**src/rtl/bcrypt_key_storage.sv**
```systemverilog
// Key byte store for bcrypt_expand_key_b: banked byte RAM loaded from a valid/ready stream, 0x00-terminated.
// Define BCRYPT_KEY_STORAGE_DOUBLE_BUF_EN for two banks (load next key while the current one is expanded).
module bcrypt_key_storage #(
  parameter int KEY_LEN = 72,
  localparam int AW = $clog2(KEY_LEN)
) (
  input  logic          CLK,
  input  logic          RST_N,
  input  logic [7:0]    in_byte,
  input  logic          in_valid,
  input  logic          in_last,
  output logic          in_ready,
  input  logic [AW-1:0] rd_addr,
  output logic [7:0]    din,
  output logic          word_empty,
  input  logic          word_set_empty,
  output logic          key_truncated
);

  // state   | meaning
  // WR_DATA | accepting key bytes into wr_bank
  // WR_TERM | writing 0x00 terminator, marking wr_bank full

`ifdef BCRYPT_KEY_STORAGE_DOUBLE_BUF_EN
  localparam int NBANK = 2;
`else
  localparam int NBANK = 1;
`endif
  localparam int MW = $clog2(NBANK * KEY_LEN);
  localparam logic [AW-1:0] LAST_IDX = AW'(KEY_LEN - 1);

  typedef enum logic {WR_DATA = 1'b0, WR_TERM = 1'b1} wr_state_t;

  wr_state_t     state, state_nxt;
  logic [AW-1:0] wr_idx;
  // Flags are sized for two banks; bank 1 stays idle in the single-bank build.
  logic [1:0]    full, full_nxt;
  logic [1:0]    trunc, trunc_nxt;
  logic          wr_bank, rd_bank;
  logic          accept, data_wr, term_wr, clr_full;
  logic [MW-1:0] wr_addr, rd_full_addr;
  logic [7:0]    mem [NBANK*KEY_LEN];

  assign accept   = in_valid & in_ready;
  assign data_wr  = accept & (wr_idx < LAST_IDX);
  assign term_wr  = (state == WR_TERM);
  assign clr_full = word_set_empty & full[rd_bank];

  always_ff @(posedge CLK or negedge RST_N) begin
    if (!RST_N) state <= WR_DATA;
    else        state <= state_nxt;
  end

  always_comb begin
    state_nxt = state;
    case (state)
      WR_DATA: if (accept && in_last) state_nxt = WR_TERM;
      WR_TERM: state_nxt = WR_DATA;
      default: state_nxt = WR_DATA;
    endcase
  end

  always_comb begin
    in_ready = (state == WR_DATA) && !full[wr_bank];
  end

  // Clear is applied after set: same-bank collision (single-bank only) leaves the bank empty.
  always_comb begin
    full_nxt = full;
    if (term_wr)  full_nxt[wr_bank] = 1'b1;
    if (clr_full) full_nxt[rd_bank] = 1'b0;
  end

  always_comb begin
    trunc_nxt = trunc;
    if (accept) begin
      if (wr_idx == '0)       trunc_nxt[wr_bank] = 1'b0;
      if (wr_idx >= LAST_IDX) trunc_nxt[wr_bank] = 1'b1;
    end
  end

  always_ff @(posedge CLK or negedge RST_N) begin
    if (!RST_N) begin
      full   <= '0;
      trunc  <= '0;
      wr_idx <= '0;
    end else begin
      full  <= full_nxt;
      trunc <= trunc_nxt;
      if (term_wr)      wr_idx <= '0;
      else if (data_wr) wr_idx <= wr_idx + 1'b1;
    end
  end

`ifdef BCRYPT_KEY_STORAGE_DOUBLE_BUF_EN
  always_ff @(posedge CLK or negedge RST_N) begin
    if (!RST_N) begin
      wr_bank <= 1'b0;
      rd_bank <= 1'b0;
    end else begin
      if (term_wr)  wr_bank <= ~wr_bank;
      if (clr_full) rd_bank <= ~rd_bank;
    end
  end
`else
  assign wr_bank = 1'b0;
  assign rd_bank = 1'b0;
`endif

  assign wr_addr      = wr_bank ? MW'(KEY_LEN) + MW'(wr_idx)  : MW'(wr_idx);
  assign rd_full_addr = rd_bank ? MW'(KEY_LEN) + MW'(rd_addr) : MW'(rd_addr);

  // Key RAM is intentionally not reset.
  always_ff @(posedge CLK) begin
    if (data_wr)      mem[wr_addr] <= in_byte;
    else if (term_wr) mem[wr_addr] <= 8'h00;
  end

  assign din           = mem[rd_full_addr];
  assign word_empty    = ~full[rd_bank];
  assign key_truncated = trunc[rd_bank];

endmodule

```
**config.mk**
```make
export PLATFORM = sky130hd
export DESIGN_NAME = bcrypt_key_storage
export DESIGN_NICKNAME = d
export VERILOG_FILES = /design/src/rtl/bcrypt_key_storage.sv
export SDC_FILE = /design/constraint.sdc
export NUM_CORES = 1
export LEC_CHECK = 0
export ABC_AREA = 1
export BUFFER_PORTS_ARGS = -buffer_cell sky130_fd_sc_hd__buf_2
export CAP_MARGIN = 0
export CORE_ASPECT_RATIO = 0.5
export CORE_UTILIZATION = 45
export CTS_BUF_LIST = sky130_fd_sc_hd__clkbuf_4 sky130_fd_sc_hd__clkbuf_8 sky130_fd_sc_hd__clkbuf_16
export DETAILED_ROUTE_END_ITERATION = 16
export PLACE_DENSITY = 0.6
export SLEW_MARGIN = 30
export SYNTH_ARGS = -nofsm -noshare
export SYNTH_HDL_FRONTEND = slang
export SYNTH_SLANG_ARGS = --single-unit
```
**constraint.sdc**
```tcl
create_clock -name CLK -period 5.6 [get_ports CLK]
set_input_delay 0.28 -clock CLK [delete_from_list [all_inputs] [get_ports CLK]]
set_output_delay 0.28 -clock CLK [all_outputs]
set_load 0.005 [all_outputs]
```
==> results of run 1 <==
layout make-up:
cell class,instances,area [sq um]
fill,4584,25930
sequential,586,17550
multi-input combinational,1329,5876
clock buffer,67,1438
tap,701,877.1
timing repair buffer,59,498.0
clock inverter,30,260.3
inverter,31,131.4
cell usage after synthesis (all sizes together):
library cell,instances,share of area (%)
a211oi,1,0.031
o21ai,45,0.95
clkbuf,24,0.37
edfxtp,576,71
nor2,118,1.9
o22ai,16,0.41
o21bai,8,0.25
clkinv,2,0.031
nor3,4,0.083
ha,2,0.10
dfrtp,10,1.0
inv,29,0.49
buf,99,2.5
nand3,441,9.3
nand4,5,0.23
a21oi,8,0.21
nand2,681,11
logic make-up after synthesis:
logic type / count (synthesis)
AO/OA/AOI/OAI: 78
adder cells (fa/ha/maj): 2
buffers and inverters: 154
flip-flops: 586
AND/OR/NAND/NOR: 1249
how the worst max path moves through the flow:
stage	slack, ns	endpoint	start	depth (start not counted)
after detailed placement	2.04	mem[36][0]$_DFFE_PP_	state$_DFF_PN0_	7
after CTS	2.04	mem[36][0]$_DFFE_PP_	state$_DFF_PN0_	7
after global placement	1.98	din[5]	rd_addr[0]	14
final	1.95	mem[36][0]$_DFFE_PP_	state$_DFF_PN0_	7
after floorplan	2.76	mem[0][0]$_DFFE_PP_	state$_DFF_PN0_	2
after global routing	1.79	mem[36][1]$_DFFE_PP_	state$_DFF_PN0_	7
power by group:
| group | internal, mW | leakage, nW | total, mW | switching, mW |
|---|---|---|---|---|
| clock network | 2.04 | 0.848 | 3.61 | 1.58 |
| registers | 5.01 | 5.33 | 5.08 | 0.0652 |
| logic | 0.215 | 3.30 | 0.983 | 0.768 |
through the flow:
stage                     instances  instance area, sq um  hold WS, ns  utilization (%)
after global routing           2803                 26630       0.1174            50.66
final                          2803                 26630       0.1146            50.66
after floorplan                2069                 24190     -0.01559                -
after detailed placement       2701                 24860       0.1756            47.29
after CTS                      2802                 26600       0.1067            50.60
after global placement         2698                 24770       0.1800            47.13
routing by layer:
layer	track usage [%]	vias to the layer above	wire (um)
met2	33.49	576	27300
met1	35.97	7670	29140
li1	-	7255	-
met4	5.233	0	1314
met5	0	-	0
met3	4.276	89	4868
registers in the layout, summed over array words and instances, names as in the netlist:
signal,count
mem,576
state,1
wr_addr,7
full,1
trunc,1
worst max-delay path, cell delays in order (launching register included):
cell,delay (ns)
dfrtp_1,0.72
nor2_1,0.38
nand2_1,0.11
inv_1,0.20
nand2_4,0.12
nand2_2,0.18
nand4_2,0.61
nor2_1,0.94
timing repair:
item,in CTS,in global routing
endpoints found under the setup margin,0,0
endpoints found under the hold margin,12,0
resized for setup,0,0
hold buffers,4,0
==> metrics.yaml, run 1 <==
num_antenna_cells: 0
track_usage_pct: 23.10
maxCapViolations: 0
r2r_cells: 7
io_buffers: 30
grt_pass1_vias: 14850
drc: 0
clock-root-buffer: "clkbuf_16"
netlist_instances: 2069
synthXorXnorAreaFrac_pct: 0
crit_type: "reg -> reg"
drive_above_1_share_pct: 7.659
cp_max_fo: 13
reg2reg_slack_ns: 1.95
rr_startpoint: "state$_DFF_PN0_"
cts_buffers: 52
synth_compound_area_share_pct: 1.852
cts_setup_buffers: 0
r2r-end: "mem[36][0]$_DFFE_PP_"
initial_utilization_pct: 46.03
overflow: 0
synth_simple_gate_area_share_pct: 22.08
rows: 59
io_pins: 31
fmax_mhz: 273.7
fin_nets: 2081
worst_setup_path_start_kind: "flip-flop"
syn_area_sq_um: 24190
synth_seq_area_share_pct: 72.53
clock_latency_ns: 0.59
total_leakage_power_nw: 9.484
hpwlAfterDp_um: 35960
place_ws_ns: 2.043
slew_headroom_pct: 35.55
yosys.area_share.adder_pct: 0.1034
period_needed_ns: 3.654
status: "finished, final reports clean"
p_per_area_nw_per_um2: 363.4
dr.pass1.iters: 5
peakVddDrop_v: 0.0002133
die_area_sq_um: 54750
tightestPinTransition_ns: 0.9668
cts_tree: "yes"
areaGrowthSynthToFinish_pct: 10.06
grt_setup_unrepaired: "no"
grt_pass1_wl_um: 95340
clkSinkCount: 586
drv_slew: 0
wl_per_cell_um: 22.34
cp.required_ns: 5.81
period_share_pct: 65.25
hold_viol_final: 0
power_mw: 9.676
setup_viol: 0
die_w_um: 329.9
ys_warn_count: 0
final_cell_mix: "nand2_1, edfxtp_1, nand3_1"
antenna_found_initial: 0
layout_commonest_cell: "nand2_1"
syn_avg_cell_area_sq_um: 11.69
netlist-cell-type-count: 32
core_area_sq_um: 52560
clk_pin_slew_ns: 0.07
vias: 15590
cp-end-kind: "flip-flop"
setup_tns_ns: 0
cts.path.max_buffers: 3
ys_seq_elements: 586
antenna_left: 0
ctsHtreeMaxLevel: 2
gp_congestion: 0.8714
synth_nets: 2091
wirelength_um: 62620
grt_start_max_net_pins: 190
die_y_um: 166.0
fin_skew_ns: 0.01474
hp-class: "in -> async"
muxShareOfSynthArea_pct: 0
drt_iter0_markers: 1792
synth_top_family_by_area: "simple AND/OR/NAND/NOR gates"
viasPerCell: 5.562
arrival_ns: 3.86
setup_slack_ns: 1.946
Note: power is estimated with default switching activity, not from simulation.
==> inputs of run 2 (changes only) <==
==> constraint.sdc (replaced) <==
create_clock -name CLK -period 3.7 [get_ports CLK]
set_input_delay 0.185 -clock CLK [delete_from_list [all_inputs] [get_ports CLK]]
set_output_delay 0.185 -clock CLK [all_outputs]
set_load 0.005 [all_outputs]
==> run 2 against run 1 <==
  * Non-clock buffer count rose by 24
  * Die area did not move
  * Worst setup slack got worse by 1.1 ns
  * Sequential share of layout area fell by 0.61 points
  * Worst hold slack got worse by 0.041 ns
==> metrics.yaml, run 2 (synthesis gave the netlist of run 1 again) <==
clkSinkCount: 586  # unchanged
cp_cell_sequence: "nor2_4 > nand2_1 > o21ai_2 > nand2_4 > nand2_2 > nand4_2 > nor2_1"
cts_tree: "yes"
antenna_found_initial: 1  # +1
areaGrowthSynthToFinish_pct: 11.10
drc: 0  # unchanged
cts_buffers: 51  # -1.9%
grt_pass1_wl_um: 92840  # -2.6%
layout_commonest_cell: "nand2_1"
gp_congestion: 0.8422  # -3.4%
setup_viol: 0  # unchanged
cts.repair.resized: 0  # unchanged
hold_viol_final: 0  # unchanged
hpwlAfterDp_um: 35000  # -2.7%
drv_slew: 0  # unchanged
maxCapViolations: 0  # unchanged
clock_latency_ns: 0.58  # about the same
antenna_left: 0  # unchanged
viasPerCell: 5.558  # about the same
die_w_um: 329.9  # unchanged
slew_headroom_pct: 32.13  # -3.4 points
wirelength_um: 61740  # -1.4%
io_buffers: 30  # unchanged
p_per_area_nw_per_um2: 548.9  # +51%
cp-end-kind: "flip-flop"
drive_above_1_share_pct: 9.138  # +1.5 points
drt_iter0_markers: 1600  # -11%
fillers: 4657  # +1.6%
path_delay_family: "simple AND/OR/NAND/NOR gates"
period_needed_ns: 2.859  # -0.7950 ns
overflow: 0  # unchanged
clock-root-buffer: "clkbuf_16"
fin_skew_ns: 0.01747  # +0.002727 ns
cp_slowest_stage_delay_ns: 0.82  # -0.12 ns
core_area_sq_um: 52560  # unchanged
fin_nets: 2104  # +1.1%
setup_tns_ns: 0  # unchanged
fin_util_pct: 51.14  # +0.48 points
cp_max_fo: 9  # -4
dr.pass1.iters: 5  # unchanged
arrival_ns: 3.07  # -0.79 ns
path_buf_inv: 0  # -1
crit_type: "reg -> reg"
grt_start_max_net_pins: 180  # -5.3%
die_area_sq_um: 54750  # unchanged
cp.required_ns: 3.91  # -1.90 ns
power_mw: 14.75  # +52%
vias: 15700  # +0.72%
largest_register: "mem"
cts.path.max_buffers: 3  # unchanged
fmax_mhz: 349.8  # +28%
setup_slack_ns: 0.8412  # -1.105 ns
initial_utilization_pct: 46.03  # unchanged
worst_setup_path_start_kind: "flip-flop"
total_leakage_power_nw: 9.624  # +1.5%
wl_per_cell_um: 21.85  # -2.2%
cts_setup_buffers: 0  # unchanged
slowest_stage: "nor2_1"
tightestPinTransition_ns: 1.018  # +0.05120 ns
period_share_pct: 77.26  # +12 points
peakVddDrop_v: 0.0003215  # +51%
cts-hold-fix-buffers: 5  # +1
hold_ws_ns: 0.07394  # -0.04062 ns
track_usage_pct: 22.51  # -0.59 points
grt_setup_unrepaired: "no"
io_pins: 31  # unchanged
rows: 59  # unchanged
ctsHtreeMaxLevel: 2  # unchanged
largest_register_ffs: 576  # unchanged
grt_pass1_vias: 14750  # -0.64%
status: "finished, final reports clean"
clk_pin_slew_ns: 0.07  # about the same
place_ws_ns: 0.8613  # -1.181 ns
die_y_um: 166.0  # unchanged
hp-class: "in -> reg"
final_cell_mix: "nand2_1, edfxtp_1, nand3_1"
[run 2: power breakdown]
part	leakage [nW]	switching (mW)	total, mW	internal, mW
Clock	0.858	2.41	5.59	3.17
Combinational	3.43	1.16	1.51	0.345
Sequential	5.33	0.0758	7.66	7.58
Total	9.62	3.65	14.8	11.1
[run 2: layout make-up]
class	instances	area, sq um	area share (%)
repair buffers	83	709.4	2.640
diodes	1	2.502	0.009311
inverters	31	126.4	0.4702
clock inverters	27	290.3	1.080
multi-input cells	1329	5881	21.88
flip-flops and latches	586	17550	65.29
clock buffers	67	1444	5.372
well taps	701	877.1	3.263
[run 2: worst paths after layout]
check / startpoint / end / slack (ns) / cells after the start
worst max-delay path: wr_addr[3]$_DFFE_PN0P_ / mem[16][4]$_DFFE_PP_ / 0.84 / 7
worst min-delay path: in_byte[6] / mem[12][6]$_DFFE_PP_ / 0.07 / 3
worst max register to register: wr_addr[3]$_DFFE_PN0P_ / mem[16][4]$_DFFE_PP_ / 0.84 / 7
worst min register to register: full[0]$_DFFE_PN0P_ / full[0]$_DFFE_PN0P_ / 0.48 / 1
max in group asynchronous: RST_N / wr_addr[5]$_DFFE_PN0P_ / 2.69 / 3
min in group asynchronous: RST_N / wr_addr[0]$_DFFE_PN0P_ / 0.65 / 3
[run 2: metrics by stage]
step / std cells / area (sq um)
2_1_floorplan: 2069 / 24190
3_3_place_gp: 2725 / 25090
3_5_place_dp: 2725 / 25090
4_1_cts: 2824 / 26870
5_1_grt: 2825 / 26880
6_report: 2825 / 26880
[run 2: worst register-to-register path, delay by kind of cell, from the launching register on]
kind               cells  cell delay (ns)
and+or+nand+nor        6             1.83
DFF                    1             0.48
AOI/OAI and AO/OA      1             0.18
[run 2: metal layers]
layer	vias up	wire (um)	GRT usage, %
met5	-	0	0
met4	0	1343	5.696
met3	95	4273	3.428
met2	561	27750	33.99
met1	7751	28360	34.10
li1	7295	-	-
